File: src/rtl/cordic_sequencer_pkg.sv
// ---------------------------------------------------------------------------
// cordic_sequencer_pkg
//   Shared CORDIC constants. These are used by the sequencer and by the
//   datapath, whose atan table depth follows the iteration count.
//   Contents:
//     CORDIC_N_ITER    - default number of micro-rotations per sample
//     CORDIC_BW_ITER   - default width of the iteration index
//     ATAN_TABLE_DEPTH - number of atan table entries the datapath holds
//     ST_*             - sequencer state encodings
// ---------------------------------------------------------------------------
package cordic_sequencer_pkg;

    localparam int CORDIC_N_ITER    = 7;
    localparam int CORDIC_BW_ITER   = 4;
    localparam int ATAN_TABLE_DEPTH = CORDIC_N_ITER;

    localparam int STATE_W = 3;

    localparam logic [STATE_W-1:0] ST_IDLE  = 3'd0;
    localparam logic [STATE_W-1:0] ST_LOAD  = 3'd1;
    localparam logic [STATE_W-1:0] ST_ITER  = 3'd2;
    localparam logic [STATE_W-1:0] ST_LATCH = 3'd3;
    localparam logic [STATE_W-1:0] ST_HOLD  = 3'd4;

endpackage

File: src/rtl/cordic_sequencer.sv
// ---------------------------------------------------------------------------
// cordic_sequencer
//   Control FSM for an iterative CORDIC datapath. For each accepted sample
//   strobe it loads the datapath, runs N_ITER micro-rotations, latches the
//   result and holds it valid until the consumer accepts it. A strobe that
//   arrives while the FSM cannot accept it is dropped, and this raises a
//   sticky overrun flag.
//
//   Ports:
//     clk_i      in   clock; all state changes on its rising edge
//     rst_i      in   synchronous active-low reset
//     enable_i   in   allows new samples to start; low clears overrun_o
//     strobe_i   in   one-cycle sample-rate tick
//     ready_i    in   downstream accepts the held result
//     load_o     out  load datapath x/y/z with a new sample
//     iter_en_o  out  perform one micro-rotation this cycle
//     iter_idx_o out  shift amount / atan index (0 when iter_en_o=0)
//     latch_o    out  capture the datapath result into the output register
//     valid_o    out  output register holds an unconsumed result
//     busy_o     out  FSM is not idle
//     overrun_o  out  sticky: a strobe was dropped while enabled
//
//   All outputs are decoded from the state, counter and overrun registers,
//   so there is no combinational path from any input to any output.
// ---------------------------------------------------------------------------
module cordic_sequencer
    import cordic_sequencer_pkg::*;
#(
    parameter int N_ITER  = CORDIC_N_ITER,
    parameter int BW_ITER = CORDIC_BW_ITER
) (
    input  logic               clk_i,
    input  logic               rst_i,
    input  logic               enable_i,
    input  logic               strobe_i,
    input  logic               ready_i,
    output logic               load_o,
    output logic               iter_en_o,
    output logic [BW_ITER-1:0] iter_idx_o,
    output logic               latch_o,
    output logic               valid_o,
    output logic               busy_o,
    output logic               overrun_o
);

    localparam logic [BW_ITER-1:0] LAST_IDX = BW_ITER'(N_ITER - 1);

    logic [STATE_W-1:0] state;
    logic [STATE_W-1:0] state_next;
    logic [BW_ITER-1:0] cnt;
    logic [BW_ITER-1:0] cnt_next;
    logic               overrun;
    logic               overrun_next;

    // A sample can start from IDLE, or directly from HOLD in the same cycle
    // that the consumer takes the previous result. This lets a strobe period
    // of N_ITER+3 run without overrun.
    logic start_req;
    logic can_accept;
    logic dropped;

    assign start_req  = strobe_i & enable_i;
    assign can_accept = (state == ST_IDLE) | ((state == ST_HOLD) & ready_i);
    assign dropped    = start_req & ~can_accept;

    always_comb begin
        // NOTE: every signal assigned here gets a default first, so no path
        // through the case leaves it unassigned (no latch inferred).
        state_next = state;
        cnt_next   = '0;
        case (state)
            ST_IDLE: begin
                if (start_req) state_next = ST_LOAD;
            end
            ST_LOAD: begin
                state_next = ST_ITER;
            end
            ST_ITER: begin
                if (cnt == LAST_IDX) begin
                    state_next = ST_LATCH;
                end else begin
                    cnt_next = cnt + BW_ITER'(1);
                end
            end
            ST_LATCH: begin
                state_next = ST_HOLD;
            end
            ST_HOLD: begin
                if (ready_i) state_next = start_req ? ST_LOAD : ST_IDLE;
            end
            default: begin
                state_next = ST_IDLE;
            end
        endcase
    end

    // Dropping enable clears the flag. Otherwise the flag holds and
    // accumulates dropped strobes.
    assign overrun_next = enable_i ? (overrun | dropped) : 1'b0;

    always_ff @(posedge clk_i) begin
        // NOTE: reset is sampled on the clock edge (synchronous). State is
        // updated with non-blocking assignments so all registers see
        // pre-edge values.
        if (!rst_i) begin
            state   <= ST_IDLE;
            cnt     <= '0;
            overrun <= 1'b0;
        end else begin
            state   <= state_next;
            cnt     <= cnt_next;
            overrun <= overrun_next;
        end
    end

    assign load_o     = (state == ST_LOAD);
    assign iter_en_o  = (state == ST_ITER);
    assign iter_idx_o = iter_en_o ? cnt : '0;
    assign latch_o    = (state == ST_LATCH);
    assign valid_o    = (state == ST_HOLD);
    assign busy_o     = (state != ST_IDLE);
    assign overrun_o  = overrun;

endmodule

File: config.mk
export PLATFORM = sky130hd
export DESIGN_NAME = cordic_sequencer
export DESIGN_NICKNAME = d
export VERILOG_FILES = /design/src/rtl/cordic_sequencer_pkg.sv /design/src/rtl/cordic_sequencer.sv
export SDC_FILE = /design/constraint.sdc
export NUM_CORES = 1
export LEC_CHECK = 0
export CORE_AREA = 2 2 39 41
export CTS_CLUSTER_DIAMETER = 150
export DETAILED_ROUTE_END_ITERATION = 10
export DIE_AREA = 0 0 41 43
export PLACE_DENSITY = 0.69
export SYNTH_ARGS = -nofsm -noshare
export SYNTH_HDL_FRONTEND = slang
export SYNTH_SLANG_ARGS = --single-unit
File: constraint.sdc
create_clock -name clk_i -period 1.4 [get_ports clk_i]
set_clock_uncertainty 0.15 [all_clocks]
set_input_delay 0.35 -clock clk_i [delete_from_list [all_inputs] [get_ports clk_i]]
set_output_delay 0.35 -clock clk_i [all_outputs]
set_load 0.005 [all_outputs]
=== Yosys cells after proc, flatten, opt, wreduce, memory -nomap -nowiden ===
Cells that the tools add are included.

* Add/sub/neg operators: 1
* Bitwise gates (word level): 8
* Muxes and demuxes: 6
* Equal/unequal tests: 8
* Reductions and logical operators: 5

{| class="wikitable"
|+ Operators by type and width
! operator !! number
|-
| $pmux 3 s5 || 1
|-
| $mux 3 || 3
|-
| $eq 3x2->1 const B || 2
|-
| $add 4x1->4 const B || 1
|-
| $eq 4x3->1 const B || 1
|-
| $mux 4 || 1
|-
| $ne 2x2->1 const B || 2
|-
| $and 1x1->1 || 3
|-
| $eq 3x1->1 const B || 1
|-
| $eq 3x3->1 const B || 1
|-
| $logic_not 3->1 || 1
|-
| $not 1->1 || 3
|-
| $reduce_and 3->1 || 1
|-
| $reduce_bool 3->1 || 1
|-
| $reduce_or 3->1 || 1
|-
| $ne 2x1->1 const B || 1
|-
| $or 1x1->1 || 2
|-
| $reduce_and 2->1 || 1
|-
| $mux 1 || 1
|}

* Logic and storage cells: 31
* Output and inout bits: 10
* Bits in registers: 8

=== Longest topological paths before layout ===
Gate-level depths: netlist (run 1).

* Depth after elaboration: 6
* Gate-level depth with buffers: 5
* Depth with buffers taken out: 5

=== Worst setup path after synthesis (run 1) ===
OpenSTA, ideal clock, no wires.

* Path kind: register to output
* Start: register state[0]
* End: output port iter_idx_o[0]
* Setup slack: 41 ps
* Arrival time: 859 ps
* Buffers on the path: 1
* Data required time: 900 ps
* Stages on the path, launching flop included: 4
* Cells stage by stage: dfxtp_1 > buf_2 > nor3b_4 > and2_1

* Cells in the longest elaborated chain, start to end: 2

{| class="wikitable"
|+ Ends and longest elaborated chain
! item !! line !! source
|-
| start, declared || cordic_sequencer.sv:48 || <nowiki>logic [STATE_W-1:0] state;</nowiki>
|-
| start signal, assigned || cordic_sequencer.sv:110 || <nowiki>state <= state_next;</nowiki>
|-
| $eq 3x2->1 || cordic_sequencer.sv:117 || <nowiki>assign iter_en_o = (state == ST_ITER);</nowiki>
|-
| via iter_en_o || cordic_sequencer.sv:38 || <nowiki>output logic iter_en_o,</nowiki>
|-
| $mux 4 || cordic_sequencer.sv:118 || <nowiki>assign iter_idx_o = iter_en_o ? cnt : '0;</nowiki>
|-
| end, declared || cordic_sequencer.sv:39 || <nowiki>output logic [BW_ITER-1:0] iter_idx_o,</nowiki>
|}

The timed path passes the listed nets, and every way through them passes these cells.

=== Worst setup path in the final report (run 1) ===
* Start: register state[0]
* End: output port iter_idx_o[3]

* Cells in the longest elaborated chain, start to end: 2

{| class="wikitable"
|+ Ends and longest elaborated chain
! item !! line
|-
| $eq 3x2->1 || cordic_sequencer.sv:117
|-
| $mux 4 || cordic_sequencer.sv:118
|}

Every way passes these cells.

==> results of run 1 <==
## final timing paths
check	end	cells past startpoint	slack (ns)	start
min	overrun_o	1	0.35	overrun_o
min reg2reg	overrun_o	1	0.35	overrun_o
max	iter_idx_o[3]	4	-0.29	state[0]
max reg2reg	state[0]	5	-0.01	state[1]
## logic make-up (layout without fill, tap and decap cells)
family	count (synthesis)	count (layout)	share of synthesized area, %
and+or+nand+nor	21	21	34.7
AOI/OAI and AO/OA	5	5	9.88
adders and majority gates	2	2	5.99
buffers and inverters	3	36	4.79
DFF	8	8	38.3
xor gates and xnor gates	3	3	6.29
## metal layers
| layer | GRT usage (%) | vias up | wire, µm |
|---|---|---|---|
| li1 | - | 211 | - |
| met1 | 15.6 | 199 | 444 |
| met2 | 23.1 | 10 | 556 |
| met3 | 4.71 | 0 | 55 |
| met4 | 10.0 | 0 | 0 |
| met5 | 0 | - | 0 |
## sequential cells by signal (all words and copies together) (netlist names)
| signal | count |
|---|---|
| cnt | 4 |
| state | 3 |
| overrun_o | 1 |
## critical path, delay by kind of cell, from the launching register on
kind                   cells  cell delay, ns
buffers and inverters      2            0.25
DFF                        1            0.36
and+or+nand+nor            2            0.33
## report_power, final
part	switching, µW	leakage, µW	internal [µW]
logic	60.1	0.000278	104
registers	10.4	0.0000672	238
clock network	79.4	0.0000138	98.2
total	150	0.000359	440
## timing repair
item / in CTS / in global routing
setup buffers: 7 / 2
pin swaps: 10 / 1
hold endpoints to repair: 0 / 0
gates resized for setup: 54 / 2
gates cloned: 0 / 0
setup endpoints to repair: 11 / 10
## area by class of cell
type	count	share of cell area [%]
clock buffers	3	3.05
inverters	1	0.508
multi-input cells	31	36.4
flip-flops and latches	8	23.0
well taps	16	2.71
repair buffers	32	34.3
## metrics by stage
| stage | hold slack, ns | setup WS (ns) | TNS (ns) | cells |
|---|---|---|---|---|
| 2_1_floorplan | 0.287 | 0.0415 | 0 | 42 |
| 3_3_place_gp | 0.344 | -0.386 | -3.46 | 79 |
| 3_5_place_dp | 0.341 | -0.394 | -3.58 | 79 |
| 4_1_cts | 0.355 | -0.285 | -1.99 | 89 |
| 5_1_grt | 0.380 | -0.340 | -2.59 | 91 |
| 6_report | 0.350 | -0.293 | -2.12 | 91 |
## cells in the final DEF, fill, tap and decap left out
master,instances
nor3b_2,2
and2_1,3
and3b_1,1
nand3_1,2
xnor2_1,2
nor3b_1,1
ha_1,1
nand2b_1,1
buf_6,6
dfxtp_1,4
nor3b_4,2
o211a_1,1
buf_4,13
xor2_1,1
nand3b_1,1
clkdlybuf4s50_1,4
buf_2,8
clkbuf_4,3
or3_1,1
o21a_1,1
ha_4,1
nor2_1,4
dlygate4sd2_1,1
o31a_1,1
a221o_1,1
and2_4,1
nor2b_1,2
inv_2,1
dfxtp_4,2
dfxtp_2,2
a21oi_1,1
==> metrics, run 1 <==
outcome finished with violations; failing checks negative setup slack; Clock Tree Buf Depth 2; Register Area 170 µm²; Core Util, Final 53.4%; TritonCTS clock tree yes; CP endpoint kind primary output; Pins Over Slew Limit 0; nets@finish 84; Pwr Density 798 nW/µm²; syn_nets 49; Async SR Flop Fraction 0%; Post-Route WL 1.06 mm; final setup fails 10; ys flop type dfxtp_1; area share of the largest cell type after synthesis 38.3%; Site Rows 14; Total Power 590 µW; gr usage total 14.7%; maximum capacitance violations 0; Yosys cell types 23; slowest library cell on the worst path dfxtp_4; crit path DAT 1.19 ns; First-pass DRT Iterations 2; io pins 15; TritonCTS Sinks 8; Hold Buf Count CTS 0; initial antenna violation count 0; final hold vios 0; latest clock arrival within the worst-skew pair 0.25 ns; Final min period 1.69 ns; CTS buffer count 3; Die Span X 41 µm; Congestion Overflow GR 0; core area 1380 µm²; number of diodes 0; EDFF count, synth 0; Mapped Area 418 µm²; routability congestion estimate 0.668; # port buffers 14; Worst-path clk slew 0.05 ns; Post-synth top cells dfxtp_1 (8), and2_1 (4), nor2_1 (4), nor3b_1 (3); H-tree Lvls 1; worst vdd ir 0.492 mV; share of layout cells above drive strength 1 54.7%; f_max 591 MHz; CP max FO 4; fin area 739 µm²; WL/cell 11.6 µm; Synth area leaders dfxtp_1 (38%), and2_1 (6.0%), ha_1 (6.0%), nor3b_1 (5.4%), nor3b_4 (4.5%); Syn Area/Cell 9.95 µm²; global-route wire length before repair 1.68 mm; static leakage 0.000359 µW; Mapped Cells 42; post-DR vias/cell 4.62; most common cell in the netlist dfxtp_1; clock root cell clkbuf_4; Worst Tran Pin Value 0.189 ns; CP Class flip-flop to primary output; post-synthesis sequential area ratio 38.3%; crit path cell chain nor3b_4 -> buf_4 -> and2_1 -> buf_2; Post-DP HPWL 698 µm; chip height 43 µm; RSZ-0062 raised after global routing true; Area Growth Syn to Fin 76.9%; via total after detailed routing 420; Tcrit/Tclk final 121%; Post-DP Area 629 µm²; CP peak stage delay 0.36 ns; crit start category flip-flop; Ys Warns 0; vias in the first global route 419; drt drc 0; Die ar. 1760 µm²; area leader, netlist dfxtp_1; WP data required 0.90 ns; Initial Utilization 30.2%; area of the multi-input gates 269 µm²; Worst slew margin 87.4%; largest net degree at the start of global routing 7; Layout fillers 140; Worst Hold Class flip-flop to flip-flop; Final ANT Viol Nets 0; Initial DRC Count 2; Final Worst Setup Slack -0.293 ns; post-synthesis register bit count 8
Power figures use the tool's default switching activity.
==> run 2, diff against run 1 <==
--- a/config.mk
+++ b/config.mk
@@ -6,6 +6,7 @@
 export NUM_CORES = 1
 export LEC_CHECK = 0
 export CORE_AREA = 2 2 39 41
+export CTS_BUF_LIST = sky130_fd_sc_hd__clkbuf_4 sky130_fd_sc_hd__clkbuf_8
 export CTS_CLUSTER_DIAMETER = 150
 export DETAILED_ROUTE_END_ITERATION = 10
 export DIE_AREA = 0 0 41 43
==> results of run 2 <==
Same layout as run 1: the final DEF is identical, and so are final timing and power.
